**src/rtl/qspi_arb_if.sv**
```systemverilog
// Bundle of requester-side and controller-side signals around the QSPI arbiter.
// The arbiter takes the slave view; the requesters plus controller take the master view.
interface qspi_arb_if #(
    parameter int PA          = 24,
    parameter int LINE_LENGTH = 4
);
    localparam int AW = PA - $clog2(LINE_LENGTH);

    logic          ic_req;
    logic          ic_mem;
    logic [AW-1:0] ic_addr;
    logic          ic_strobe;
    logic          ic_done;

    logic          dr_req;
    logic          dr_mem;
    logic [AW-1:0] dr_addr;
    logic          dr_strobe;
    logic          dr_done;

    logic          dw_req;
    logic          dw_mem;
    logic [AW-1:0] dw_addr;
    logic [3:0]    dw_data;
    logic          dw_rstrobe;
    logic          dw_done;

    logic          q_req;
    logic          q_i_d;
    logic          q_mem;
    logic          q_write;
    logic [AW-1:0] q_paddr;
    logic [3:0]    q_dwrite;
    logic          q_wstrobe_i;
    logic          q_wstrobe_d;
    logic          q_rstrobe_d;

    logic          err;

    modport slave (
        input  ic_req, ic_mem, ic_addr,
        input  dr_req, dr_mem, dr_addr,
        input  dw_req, dw_mem, dw_addr, dw_data,
        input  q_wstrobe_i, q_wstrobe_d, q_rstrobe_d,
        output ic_strobe, ic_done,
        output dr_strobe, dr_done,
        output dw_rstrobe, dw_done,
        output q_req, q_i_d, q_mem, q_write, q_paddr, q_dwrite,
        output err
    );

    modport master (
        output ic_req, ic_mem, ic_addr,
        output dr_req, dr_mem, dr_addr,
        output dw_req, dw_mem, dw_addr, dw_data,
        output q_wstrobe_i, q_wstrobe_d, q_rstrobe_d,
        input  ic_strobe, ic_done,
        input  dr_strobe, dr_done,
        input  dw_rstrobe, dw_done,
        input  q_req, q_i_d, q_mem, q_write, q_paddr, q_dwrite,
        input  err
    );
endinterface

```
**src/rtl/qspi_arb.sv**
```systemverilog
// Shares one QSPI channel between icache fill, dcache fill and dcache writeback,
// holding the command for a whole burst and counting nibble strobes to find its end.
//
// state     | meaning
// ----------+-----------------------------------------------------------
// S_IDLE    | no owner; arbitrate and latch the winning command
// S_RD      | read burst owned by ic or dr; forward controller strobes
// S_WR      | write burst owned by dw; pass writeback nibbles through
// S_WR_TAIL | one cycle covering the controller's CS-release state
module qspi_arb #(
    parameter int LINE_LENGTH = 4,
    parameter int PA          = 24,
    parameter int MAX_D       = 4
) (
    input  logic       clk,
    input  logic       reset,
    qspi_arb_if.slave  bus
);
    localparam int AW = PA - $clog2(LINE_LENGTH);
    localparam int NW = $clog2(2 * LINE_LENGTH);
    localparam int DW = $clog2(MAX_D + 1);
    localparam logic [NW-1:0] NCNT_LAST  = NW'(2 * LINE_LENGTH - 1);
    localparam logic [DW-1:0] DCOUNT_MAX = DW'(MAX_D);

    typedef enum logic [1:0] {S_IDLE, S_RD, S_WR, S_WR_TAIL} state_e;
    typedef enum logic [1:0] {OWN_IC, OWN_DR, OWN_DW} owner_e;

    state_e        state_q, state_d;
    owner_e        owner_q, owner_d;
    logic          q_req_q, q_req_d;
    logic          q_i_d_q, q_i_d_d;
    logic          q_mem_q, q_mem_d;
    logic          q_write_q, q_write_d;
    logic [AW-1:0] q_paddr_q, q_paddr_d;
    logic          ic_done_q, ic_done_d;
    logic          dr_done_q, dr_done_d;
    logic          dw_done_q, dw_done_d;
    logic          err_q, err_d;
    logic [NW-1:0] ncnt_q, ncnt_d;
    logic [DW-1:0] dcount_q, dcount_d;

    logic          grant_vld;
    owner_e        grant_own;
    logic          any_strobe;
    logic          rd_match;
    logic          strobe_bad;

    always_comb begin
        state_d    = state_q;
        owner_d    = owner_q;
        q_req_d    = q_req_q;
        q_i_d_d    = q_i_d_q;
        q_mem_d    = q_mem_q;
        q_write_d  = q_write_q;
        q_paddr_d  = q_paddr_q;
        ic_done_d  = 1'b0;
        dr_done_d  = 1'b0;
        dw_done_d  = 1'b0;
        ncnt_d     = ncnt_q;
        dcount_d   = dcount_q;
        grant_vld  = 1'b0;
        grant_own  = OWN_IC;
        rd_match   = 1'b0;
        strobe_bad = 1'b0;
        any_strobe = bus.q_wstrobe_i | bus.q_wstrobe_d | bus.q_rstrobe_d;

        case (state_q)
            S_IDLE: begin
                strobe_bad = any_strobe;
                if (!bus.ic_req) dcount_d = '0;
                // A waiting ifetch that has already lost MAX_D times jumps the queue
                if (bus.ic_req && dcount_q == DCOUNT_MAX) begin
                    grant_vld = 1'b1;
                    grant_own = OWN_IC;
                end else if (bus.dw_req) begin
                    grant_vld = 1'b1;
                    grant_own = OWN_DW;
                end else if (bus.dr_req) begin
                    grant_vld = 1'b1;
                    grant_own = OWN_DR;
                end else if (bus.ic_req) begin
                    grant_vld = 1'b1;
                    grant_own = OWN_IC;
                end

                if (grant_vld) begin
                    owner_d   = grant_own;
                    q_req_d   = 1'b1;
                    ncnt_d    = '0;
                    q_write_d = (grant_own == OWN_DW);
                    q_i_d_d   = (grant_own == OWN_IC);
                    case (grant_own)
                        OWN_DW: begin
                            q_mem_d   = bus.dw_mem;
                            q_paddr_d = bus.dw_addr;
                        end
                        OWN_DR: begin
                            q_mem_d   = bus.dr_mem;
                            q_paddr_d = bus.dr_addr;
                        end
                        default: begin
                            q_mem_d   = bus.ic_mem;
                            q_paddr_d = bus.ic_addr;
                        end
                    endcase
                    state_d = (grant_own == OWN_DW) ? S_WR : S_RD;
                    if (grant_own == OWN_IC) begin
                        dcount_d = '0;
                    end else if (bus.ic_req && dcount_q != DCOUNT_MAX) begin
                        dcount_d = dcount_q + 1'b1;
                    end
                end
            end

            S_RD: begin
                if (owner_q == OWN_IC) begin
                    rd_match   = bus.q_wstrobe_i;
                    strobe_bad = bus.q_wstrobe_d | bus.q_rstrobe_d;
                end else begin
                    rd_match   = bus.q_wstrobe_d;
                    strobe_bad = bus.q_wstrobe_i | bus.q_rstrobe_d;
                end
                if (rd_match) begin
                    ncnt_d = ncnt_q + 1'b1;
                    if (ncnt_q == NCNT_LAST) begin
                        ncnt_d    = '0;
                        q_req_d   = 1'b0;
                        ic_done_d = (owner_q == OWN_IC);
                        dr_done_d = (owner_q != OWN_IC);
                        state_d   = S_IDLE;
                    end
                end
            end

            S_WR: begin
                strobe_bad = bus.q_wstrobe_i | bus.q_wstrobe_d;
                if (bus.q_rstrobe_d) begin
                    ncnt_d = ncnt_q + 1'b1;
                    if (ncnt_q == NCNT_LAST) begin
                        ncnt_d    = '0;
                        q_req_d   = 1'b0;
                        dw_done_d = 1'b1;
                        state_d   = S_WR_TAIL;
                    end
                end
            end

            S_WR_TAIL: begin
                strobe_bad = any_strobe;
                state_d    = S_IDLE;
            end

            default: begin
                state_d = S_IDLE;
            end
        endcase

        err_d = err_q | strobe_bad;
    end

    always_ff @(posedge clk) begin
        if (reset) begin
            state_q   <= S_IDLE;
            owner_q   <= OWN_IC;
            q_req_q   <= 1'b0;
            q_i_d_q   <= 1'b0;
            q_mem_q   <= 1'b0;
            q_write_q <= 1'b0;
            q_paddr_q <= '0;
            ic_done_q <= 1'b0;
            dr_done_q <= 1'b0;
            dw_done_q <= 1'b0;
            err_q     <= 1'b0;
            ncnt_q    <= '0;
            dcount_q  <= '0;
        end else begin
            state_q   <= state_d;
            owner_q   <= owner_d;
            q_req_q   <= q_req_d;
            q_i_d_q   <= q_i_d_d;
            q_mem_q   <= q_mem_d;
            q_write_q <= q_write_d;
            q_paddr_q <= q_paddr_d;
            ic_done_q <= ic_done_d;
            dr_done_q <= dr_done_d;
            dw_done_q <= dw_done_d;
            err_q     <= err_d;
            ncnt_q    <= ncnt_d;
            dcount_q  <= dcount_d;
        end
    end

    assign bus.q_req      = q_req_q;
    assign bus.q_i_d      = q_i_d_q;
    assign bus.q_mem      = q_mem_q;
    assign bus.q_write    = q_write_q;
    assign bus.q_paddr    = q_paddr_q;
    assign bus.ic_done    = ic_done_q;
    assign bus.dr_done    = dr_done_q;
    assign bus.dw_done    = dw_done_q;
    assign bus.err        = err_q;

    assign bus.ic_strobe  = (state_q == S_RD) && (owner_q == OWN_IC) && bus.q_wstrobe_i;
    assign bus.dr_strobe  = (state_q == S_RD) && (owner_q != OWN_IC) && bus.q_wstrobe_d;
    assign bus.dw_rstrobe = (state_q == S_WR) && bus.q_rstrobe_d;
    assign bus.q_dwrite   = (state_q == S_WR) ? bus.dw_data : 4'h0;
endmodule

```
**src/flat_wrapper.sv**
```systemverilog
// flat-port wrapper written by rule: the top's interface ports become plain ports
module qspi_arb_flat 
#(
    parameter int LINE_LENGTH = 4,
    parameter int PA          = 24,
    parameter int MAX_D       = 4
)
  (clk, reset, bus_ic_req, bus_ic_mem, bus_ic_addr, bus_dr_req, bus_dr_mem, bus_dr_addr, bus_dw_req, bus_dw_mem, bus_dw_addr, bus_dw_data, bus_q_wstrobe_i, bus_q_wstrobe_d, bus_q_rstrobe_d, bus_ic_strobe, bus_ic_done, bus_dr_strobe, bus_dr_done, bus_dw_rstrobe, bus_dw_done, bus_q_req, bus_q_i_d, bus_q_mem, bus_q_write, bus_q_paddr, bus_q_dwrite, bus_err);
  qspi_arb_if #(.PA(PA), .LINE_LENGTH(LINE_LENGTH)) bus_i ();
  input  logic clk;
  input  logic reset;
  input wire logic [$bits(bus_i.ic_req)-1:0] bus_ic_req;
  input wire logic [$bits(bus_i.ic_mem)-1:0] bus_ic_mem;
  input wire logic [$bits(bus_i.ic_addr)-1:0] bus_ic_addr;
  input wire logic [$bits(bus_i.dr_req)-1:0] bus_dr_req;
  input wire logic [$bits(bus_i.dr_mem)-1:0] bus_dr_mem;
  input wire logic [$bits(bus_i.dr_addr)-1:0] bus_dr_addr;
  input wire logic [$bits(bus_i.dw_req)-1:0] bus_dw_req;
  input wire logic [$bits(bus_i.dw_mem)-1:0] bus_dw_mem;
  input wire logic [$bits(bus_i.dw_addr)-1:0] bus_dw_addr;
  input wire logic [$bits(bus_i.dw_data)-1:0] bus_dw_data;
  input wire logic [$bits(bus_i.q_wstrobe_i)-1:0] bus_q_wstrobe_i;
  input wire logic [$bits(bus_i.q_wstrobe_d)-1:0] bus_q_wstrobe_d;
  input wire logic [$bits(bus_i.q_rstrobe_d)-1:0] bus_q_rstrobe_d;
  output wire logic [$bits(bus_i.ic_strobe)-1:0] bus_ic_strobe;
  output wire logic [$bits(bus_i.ic_done)-1:0] bus_ic_done;
  output wire logic [$bits(bus_i.dr_strobe)-1:0] bus_dr_strobe;
  output wire logic [$bits(bus_i.dr_done)-1:0] bus_dr_done;
  output wire logic [$bits(bus_i.dw_rstrobe)-1:0] bus_dw_rstrobe;
  output wire logic [$bits(bus_i.dw_done)-1:0] bus_dw_done;
  output wire logic [$bits(bus_i.q_req)-1:0] bus_q_req;
  output wire logic [$bits(bus_i.q_i_d)-1:0] bus_q_i_d;
  output wire logic [$bits(bus_i.q_mem)-1:0] bus_q_mem;
  output wire logic [$bits(bus_i.q_write)-1:0] bus_q_write;
  output wire logic [$bits(bus_i.q_paddr)-1:0] bus_q_paddr;
  output wire logic [$bits(bus_i.q_dwrite)-1:0] bus_q_dwrite;
  output wire logic [$bits(bus_i.err)-1:0] bus_err;
  assign bus_i.ic_req = bus_ic_req;
  assign bus_i.ic_mem = bus_ic_mem;
  assign bus_i.ic_addr = bus_ic_addr;
  assign bus_i.dr_req = bus_dr_req;
  assign bus_i.dr_mem = bus_dr_mem;
  assign bus_i.dr_addr = bus_dr_addr;
  assign bus_i.dw_req = bus_dw_req;
  assign bus_i.dw_mem = bus_dw_mem;
  assign bus_i.dw_addr = bus_dw_addr;
  assign bus_i.dw_data = bus_dw_data;
  assign bus_i.q_wstrobe_i = bus_q_wstrobe_i;
  assign bus_i.q_wstrobe_d = bus_q_wstrobe_d;
  assign bus_i.q_rstrobe_d = bus_q_rstrobe_d;
  assign bus_ic_strobe = bus_i.ic_strobe;
  assign bus_ic_done = bus_i.ic_done;
  assign bus_dr_strobe = bus_i.dr_strobe;
  assign bus_dr_done = bus_i.dr_done;
  assign bus_dw_rstrobe = bus_i.dw_rstrobe;
  assign bus_dw_done = bus_i.dw_done;
  assign bus_q_req = bus_i.q_req;
  assign bus_q_i_d = bus_i.q_i_d;
  assign bus_q_mem = bus_i.q_mem;
  assign bus_q_write = bus_i.q_write;
  assign bus_q_paddr = bus_i.q_paddr;
  assign bus_q_dwrite = bus_i.q_dwrite;
  assign bus_err = bus_i.err;
  qspi_arb #(.LINE_LENGTH(LINE_LENGTH), .PA(PA), .MAX_D(MAX_D)) u_core (.clk(clk), .reset(reset), .bus(bus_i));
endmodule
```
**config.mk**
```make
export PLATFORM = sky130hd
export DESIGN_NAME = qspi_arb_flat
export DESIGN_NICKNAME = d
export VERILOG_FILES = /design/src/rtl/qspi_arb_if.sv /design/src/rtl/qspi_arb.sv /design/src/flat_wrapper.sv
export SDC_FILE = /design/constraint.sdc
export NUM_CORES = 1
export LEC_CHECK = 0
export CORE_ASPECT_RATIO = 0.8
export CORE_UTILIZATION = 43
export CTS_BUF_LIST = sky130_fd_sc_hd__clkbuf_16
export CTS_CLUSTER_SIZE = 40
export DETAILED_ROUTE_END_ITERATION = 6
export PLACE_DENSITY = 0.93
export SYNTH_ARGS = -nofsm -noshare
export SYNTH_HDL_FRONTEND = slang
export SYNTH_SLANG_ARGS = --single-unit
```
**constraint.sdc**
```tcl
create_clock -name clk -period 3.6 [get_ports clk]
set_clock_uncertainty 0.05 [all_clocks]
set_input_delay 0.72 -clock clk [delete_from_list [all_inputs] [get_ports clk]]
set_output_delay 0.72 -clock clk [all_outputs]
set_load 0.02 [all_outputs]
```
Yosys cells after proc, flatten, opt, wreduce, memory -nomap -nowiden
Cells that the tools add are included.
{ "word_totals": {"regBits": 40, "latchBits": 0, "ram_bits": 0, "rom_bits": 0, "out_inout_bits": 37, "mem_count": 0} }
{ "classes": {"add_sub_neg": 2, "multipliers": 0, "div_mod_pow": 0, "magnitude_cmp": 0, "n_eq_ne": 13, "n_shift": 0, "n_mux": 38, "bitwise_logic": 10, "n_reduce_logical": 18} }
{ "op_table": {"columns": ["cell", "count"], "rows": [
  ["one-hot mux 22 bit (2 select lines)", 1],
  ["two-way mux 3 bit", 8],
  ["two-way mux 2 bit", 9],
  ["two-way mux 1 bit", 14],
  ["one-hot mux 3 bit (3 select lines)", 1],
  ["one-hot mux 2 bit (4 select lines)", 1],
  ["logical AND 1 bit", 7],
  ["adder 3 x 1 -> 3 bit, second input constant", 2],
  ["== test 2 bit, second input constant", 3],
  ["== test 3 bit, second input constant", 2],
  ["logical NOT 2 bit", 3],
  ["!= test 2 x 1 -> 1 bit, second input constant", 3],
  ["one-hot mux 1 bit (3 select lines)", 2],
  ["NOT 1 bit", 5],
  ["bitwise OR 1 bit", 5],
  ["AND reduction 5 bit", 1],
  ["== test 2 x 1 -> 1 bit, second input constant", 2],
  ["two-way mux 4 bit", 1],
  ["!= test 2 bit, second input constant", 2],
  ["AND reduction 4 bit", 1],
  ["OR reduction 4 bit", 1],
  ["!= test 3 bit, second input constant", 1],
  ["nonzero test 3 bit", 1],
  ["OR reduction 3 bit", 1],
  ["4 further kinds", 4]
]} }

Logic depth before layout (Yosys ltp)
Gate-level depths: netlist (run 1).
{ "depth": {"word_depth": 8, "depth_mapped": 12, "ltp_nobuf": 10} }

Least setup slack after synthesis (run 1)
No wires, ideal clock.
{ "synth_timing": {"kind": "input -> register", "startpoint": "in bus_ic_req", "endpoint": "reg u_core.q_paddr_q[10], in the netlist u_core.bus.q_paddr[10]", "arrival_time_ns": 2.100, "t_required_ns": 3.480, "path_slack_ns": 1.379, "path_stages": 10, "n_path_buf": 2, "path_cell_list": "nand3_1 > nand3b_1 > inv_1 > ha_1 > clkbuf_1 > buf_1 > nand2_1 > o21ai_0 > nand2_1 > a21oi_1"} }
{ "synth_between": {"elab_chain_len": 6, "elab_cells_between_ends": 12} }
{ "synth_lines": {"columns": ["item", "line_no", "text"], "rows": [
  ["start, declared", "flat_wrapper.sv:12", "input wire logic [$bits(bus_i.ic_req)-1:0] bus_ic_req;"],
  ["two-way mux 1 bit", "qspi_arb.sv:81", "end else if (bus.ic_req) begin"],
  ["two-way mux 1 bit", "qspi_arb.sv:78", "end else if (bus.dr_req) begin"],
  ["two-way mux 1 bit", "qspi_arb.sv:75", "end else if (bus.dw_req) begin"],
  ["two-way mux 1 bit", "qspi_arb.sv:72", "if (bus.ic_req && dcount_q == DCOUNT_MAX) begin"],
  ["two-way mux 1 bit", "qspi_arb.sv:67", "case (state_q)"],
  ["AND reduction 2 bit (no line)", null, null],
  ["end signal, assigned", "qspi_arb.sv:183", "q_paddr_q <= q_paddr_d;"],
  ["end, declared", "qspi_arb.sv:34", "logic [AW-1:0] q_paddr_q, q_paddr_d;"]
]} }
Several ways; a longest one is shown, not always the timed one. The select of a mux whose other input is x is not followed.
A chain may end at the register's enable or synchronous reset.

Worst setup path in the final report (run 1)
{ "layout_timing": {"startpoint": "in bus_ic_req", "endpoint": "reg u_core.q_paddr_q[14], in the netlist u_core.bus.q_paddr[14]"} }
Same word-level chain as after synthesis.

==> run_results.csv, run 1 <==
group,metric,value,unit
outcome,outcome,"finished, final reports clean",
setup_path,worst-path-buf-inv,1,
pwr,power,1.90,mW
timing,tns,0,ps
die,num_rows,23,
drt,firstDrtPassIters,4,
synth,synthXorXnorAreaFrac,0,%
pwr,p_leak,1.36,nW
drt,wl_per_cell,14.6,um
setup_path,crit_arrival,3280,ps
flow_run,drv_cap,0,
worst_hold_path,hold_path.class,"register to register",
cts,cts_root_buf,"clkbuf_16",
die,ioPinCount,118,
cts,clock-sinks,40,
timing,fin_crit,3130,ps
die,die_w,82.8,um
cts,numCtsBuffers,5,
place,dp.cells,464,
synth,yosysSeqAreaShare,35.6,%
synth,syn_inst,299,
place,gp_congestion,0.836,
synth,synth_fa_ha_area_share,6.68,%
cts,clockBufferDepth,2,
synth,syn-num-nets,392,
setup_path,path_max_fanout,26,
synth,netlist_area,2250,um2
timing,setup_ws,472,ps
drt,ant_nets,0,
global_route,grt_pass1_vias,2336,
timing,timing.fmax,0.320,GHz
cts,cts_tree,"built",
drt,wl,6860,um
drt,vias_per_cell,5.46,
place,dp_hpwl,5060,um
timing,finalHoldViolCount,0,
synth,synth_area_per_cell,7.52,um2
place,portBuffers,117,
drt,drc_errors,0,
die,initial_core_util,44.9,%
timing,rsz0062_at_grt,"false",
synth,synth-simple-area-share,22.7,%
synth,synthMuxAreaShare,2.73,%
cts,htree_num_levels,2,
finish,antenna_cells,0,
synth,synth_top_family_by_area,"compound AO/OA/AOI/OAI gates",
global_route,grt_max_degree,31,
drt,via_count,2570,
global_route,grt_pass1_wl,10500,um
cts,post_cts_buffers,0,
finish,syn2layout_area_growth,59.7,%
setup_path,critPathRequiredTime,3750,ps
pwr,power.density,528,nW/um2
timing,tightest_slew,982,ps
synth,synth.distinct_cells,34,
timing,finalHoldWorstSlack,406,ps
cts,clock_latency,280,ps
global_route,grt_usage,23.8,%
synth,yosysWarnings,0,
place,preCtsSetupSlack,217,ps
finish,drive_gt1_share,4.65,%
synth,synth.ff_latch_count,40,
setup_path,crit_path_end_kind,"register",
cts,cts.clk_slew.worst_paths,60,ps
synth,synth-compound-area-share,27.0,%
setup_path,slowest_stage,"ha_1",
timing,period_share,86.9,%
setup_path,crit_family,"adder cells",
timing,setup_viol,0,
die,fp.dieH,66.7,um
die,coreArea,5010,um2
setup_path,start_kind,"primary input",
pwr,peakVddDrop,325,uV
timing,maxSlewViolCount,0,
finish,nets,502,
die,dieArea,5520,um2
setup_path,cp_cell_sequence,"clkdlybuf4s50_1, nand3_1, nand3b_1, ha_1, a22oi_1, o21ai_0, nand2_1, a21oi_1",
cts,postCtsHoldBufs,0,
timing,max_slew_margin,34.5,%
setup_path,worstSetupPathType,"primary input to register",
global_route,grt-ovfl-total,0,
global_route,grt_antenna_before_repair,0,
setup_path,cpPeakStageDelay,840,ps
drt,drt-initial-drc-count,174,
finish,instances_no_fill,471,
cts,cts_repair_resize_count,0,
## path summary, 6_finish.rpt
kind	from	to	slack (ps)	cells after the start
hold reg to reg	u_core.bus.q_paddr[2]$_SDFFE_PP0P_	u_core.bus.q_paddr[2]$_SDFFE_PP0P_	410	2
setup / recovery	bus_ic_req	u_core.bus.q_paddr[14]$_SDFFE_PP0P_	470	8
setup reg to reg	u_core.dcount_q[0]$_SDFFE_PP0P_	u_core.bus.q_paddr[14]$_SDFFE_PP0P_	990	10
hold / removal	u_core.bus.q_paddr[2]$_SDFFE_PP0P_	u_core.bus.q_paddr[2]$_SDFFE_PP0P_	410	2
## flip-flops by register name (all words and copies together), names as in the netlist
register / count
u_core.ncnt_q: 3
u_core.state_q: 2
u_core.bus.dw_done: 1
u_core.dcount_q: 3
u_core.owner_q: 2
u_core.bus.q_i_d: 1
u_core.bus.ic_done: 1
u_core.bus.q_write: 1
u_core.bus.q_req: 1
u_core.bus.err: 1
u_core.bus.q_paddr: 22
u_core.bus.q_mem: 1
u_core.bus.dr_done: 1
## stage by stage
stage | util, % | cell area, um2
2_1_floorplan | - | 2250
3_3_place_gp | 69.0 | 3460
3_5_place_dp | 69.0 | 3460
4_1_cts | 71.7 | 3590
5_1_grt | 71.7 | 3590
6_report | 71.7 | 3590
## tightest hold or removal path, cell delays in order (launching register included)
cell	delay, ps
dfxtp_1	310
nand2_1	50
a21oi_1	50
## report_power, final
| group | switching [mW] | internal, mW | leakage, nW | total [mW] |
|---|---|---|---|---|
| sequential | 0.0565 | 0.534 | 0.328 | 0.590 |
| clock | 0.166 | 0.249 | 0.0709 | 0.415 |
| combinational | 0.485 | 0.407 | 0.966 | 0.892 |
## cell type report
| class | count | area [um2] |
|---|---|---|
| clock buffer | 5 | 125 |
| clock inverter | 2 | 8.76 |
| fill | 386 | 1420 |
| inverter | 9 | 33.8 |
| multi-input combinational | 230 | 1330 |
| sequential | 40 | 801 |
| tap | 62 | 77.6 |
| timing repair buffer | 123 | 1220 |
## cell usage after synthesis (all sizes together)
library cell  instances  area (um2)
a31o                  1        8.76
a22oi                23         173
mux2                  1        11.3
a21oi                35         175
and3b                 1        8.76
o31a                  1        8.76
o2bb2ai               1        8.76
nand3b                1        7.51
ha                   12         150
a211oi                1        7.51
nand2                87         327
nor2                  5        18.8
and2                  4        25.0
nand2b                6        37.5
a311oi                3        26.3
buf                   9        43.8
inv                   9        33.8
nand4                 2        12.5
o31ai                 1        21.3
nor3                  2        10.0
mux2i                 5        50.1
or3b                  1        11.3
nand3                 1        5.00
dfxtp                40         801
a31oi                 2        27.5
o221ai                1        15.0
nor2b                 4        25.0
o21ai                27         135
and3                  1        7.51
nor4b                 1        15.0
clkbuf               11        41.3
## kinds of logic after synthesis
family,count (synthesis)
flip-flops,40
AND/OR/NAND/NOR,116
multiplexers,6
buffers and inverters,29
adder cells (fa/ha/maj),12
AO/OA/AOI/OAI,96
## layer usage
metal / routed length, um / up-vias / GRT usage [%]
met2: 3610 / 113 / 46.1
li1: - / 1261 / -
met3: 496 / 10 / 6.82
met5: 0 / - / 0
met1: 2660 / 1186 / 25.2
met4: 97 / 0 / 7.54
## layout by cell type (no fill, tap or decap), types with 6 or more instances in the layout
| cell type | netlist | final |
|---|---|---|
| a21oi_1 | 35 | 35 |
| a22oi_1 | 23 | 23 |
| buf_4 | 0 | 6 |
| clkdlybuf4s50_1 | 0 | 117 |
| dfxtp_1 | 40 | 40 |
| ha_1 | 12 | 12 |
| inv_1 | 9 | 10 |
| nand2_1 | 87 | 87 |
| nand2b_1 | 6 | 6 |
| o21ai_0 | 25 | 25 |
(Power assumes the default switching activity.)
==> inputs of run 2 (changes only) <==
CORE_MARGIN = 2   (was unset)
==> run 2 against run 1 <==
  * Combinational power shrank 0.6%
  * Die area grew 5.5%
  * First-iteration DRC count shrank 40%
  * Global-route usage shrank 1.5 points
  * Fmax grew 3.2%
==> run_results.csv, run 2 (same netlist as run 1, synthesis figures left out) <==
group,metric,value,unit
worst_hold_path,hold_path.class,"register to register",
timing,tightest_slew,889,ps
setup_path,timing.rr.end,"u_core.bus.q_paddr[16]$_SDFFE_PP0P_",
timing,maxSlewViolCount,0,
drt,vias_per_cell,5.25,
place,gp_congestion,0.841,
finish,nets,502,
drt,drt-initial-drc-count,105,
die,die_w,84.8,um
setup_path,crit_arrival,3200,ps
cts,cts_root_buf,"clkbuf_16",
setup_path,critPathRequiredTime,3770,ps
global_route,grt-ovfl-total,0,
pwr,peakVddDrop,510,uV
timing,tns,0,ps
drt,via_count,2477,
cts,cts.clk_slew.worst_paths,60,ps
finish,drive_gt1_share,5.12,%
pwr,power.density,544,nW/um2
finish,syn2layout_area_growth,61.8,%
worst_hold_path,hold_depth,2,
drt,wl_per_cell,14.1,um
cts,cts_tree,"built",
timing,setup_viol,0,
cts,clockBufferDepth,2,
timing,timing.fmax,0.330,GHz
global_route,grt_pass1_vias,2193,
setup_path,r2r-start,"u_core.dcount_q[0]$_SDFFE_PP0P_",
cts,htree_num_levels,2,
drt,wl,6680,um
finish,layout_common_cells,"117 x clkdlybuf4s50_1, 87 x nand2_1, 40 x dfxtp_1",
pwr,p_leak,1.38,nW
setup_path,path_max_fanout,23,
finish,layout.cells.most_common,"clkdlybuf4s50_1",
die,initial_core_util,44.6,%
die,dieArea,5830,um2
die,fp.dieH,68.7,um
global_route,grt_antenna_before_repair,0,
die,num_rows,23,
cts,postCtsHoldBufs,0,
drt,drc_errors,0,
setup_path,start_kind,"primary input",
global_route,grt_usage,22.3,%
timing,finalHoldViolCount,0,
setup_path,ff2ff_path_depth,10,
timing,rsz0062_at_grt,"false",
finish,largest_register_ffs,22,
timing,period_share,84.2,%
place,portBuffers,117,
timing,finalHoldWorstSlack,403,ps
timing,fin_crit,3030,ps
die,coreArea,5040,um2
finish,antenna_cells,0,
cts,clock_latency,280,ps
drt,ant_nets,0,
global_route,grt_max_degree,47,
drt,firstDrtPassIters,4,
setup_path,crit_path_end_kind,"register",
cts,cts_repair_resize_count,0,
setup_path,crit_path_end,"u_core.bus.q_paddr[16]$_SDFFE_PP0P_",
cts,clock-sinks,40,
finish,fill_cells,401,
timing,max_slew_margin,40.7,%
flow_run,drv_cap,0,
global_route,grt_pass1_wl,10200,um
cts,post_cts_buffers,0,
cts,numCtsBuffers,5,
setup_path,worstSetupPathType,"primary input to register",
place,dp_hpwl,4970,um
setup_path,r2r_slack,990,ps
setup_path,startpoint,"bus_ic_req",
outcome,outcome,"finished, final reports clean",
die,ioPinCount,118,
==> run 2: power breakdown <==
part / leakage, nW / switching [mW] / internal (mW)
combinational: 0.969 / 0.479 / 0.408
clock: 0.0798 / 0.179 / 0.325
sequential: 0.328 / 0.0552 / 0.534
total: 1.38 / 0.713 / 1.27
==> run 2: worst max-delay path, cell delays in order <==
cell and delay [ps]:
clkdlybuf4s50_1 580, nand3_1 210, nand3b_1 170, inv_1 120
ha_1 740, a22oi_1 200, o21ai_0 240, nand2_1 80
a21oi_1 120
==> run 2: cell type report <==
cell class / count / area (um2) / share of cell area (%)
clock buffers: 5 / 125 / 3.44
clock inverters: 3 / 42.5 / 1.17
inverters: 9 / 33.8 / 0.929
multi-input cells: 230 / 1330 / 36.5
flip-flops and latches: 40 / 801 / 22.0
well taps: 62 / 77.6 / 2.13
repair buffers: 123 / 1230 / 33.8
==> run 2: metal layers <==
layer,routed length (um),vias to the layer above,global-route usage (%),share of wire [%]
met4,46,0,5.56,0.69
li1,-,1255,-,-
met1,2670,1123,25.5,40
met2,3410,93,40.3,51
met3,551,6,8.10,8.3
met5,0,-,0,0
==> run 2: how the worst min path moves through the flow <==
stage | slack, ps | end | from
after global placement | 390 | u_core.bus.q_paddr[2]$_SDFFE_PP0P_ | u_core.bus.q_paddr[2]$_SDFFE_PP0P_
after detailed placement | 400 | u_core.bus.q_write$_SDFFE_PP0P_ | u_core.bus.q_write$_SDFFE_PP0P_
after CTS | 400 | u_core.bus.q_write$_SDFFE_PP0P_ | u_core.bus.q_write$_SDFFE_PP0P_
after floorplan | 400 | u_core.dcount_q[0]$_SDFFE_PP0P_ | u_core.dcount_q[0]$_SDFFE_PP0P_
final | 400 | u_core.bus.q_paddr[2]$_SDFFE_PP0P_ | u_core.bus.q_paddr[2]$_SDFFE_PP0P_
after global routing | 430 | u_core.bus.q_paddr[18]$_SDFFE_PP0P_ | u_core.bus.q_paddr[18]$_SDFFE_PP0P_
==> run 2: per-stage QoR <==
step	setup WS, ps	cells	power [mW]	instance area (um2)	utilization (%)
after floorplan	1380	299	1.12	2250	-
after global placement	508	464	1.46	3470	68.9
after detailed placement	308	464	1.48	3470	68.9
after CTS	561	472	1.99	3640	72.2
after global routing	266	472	2.11	3640	72.2
final	570	472	1.98	3640	72.2
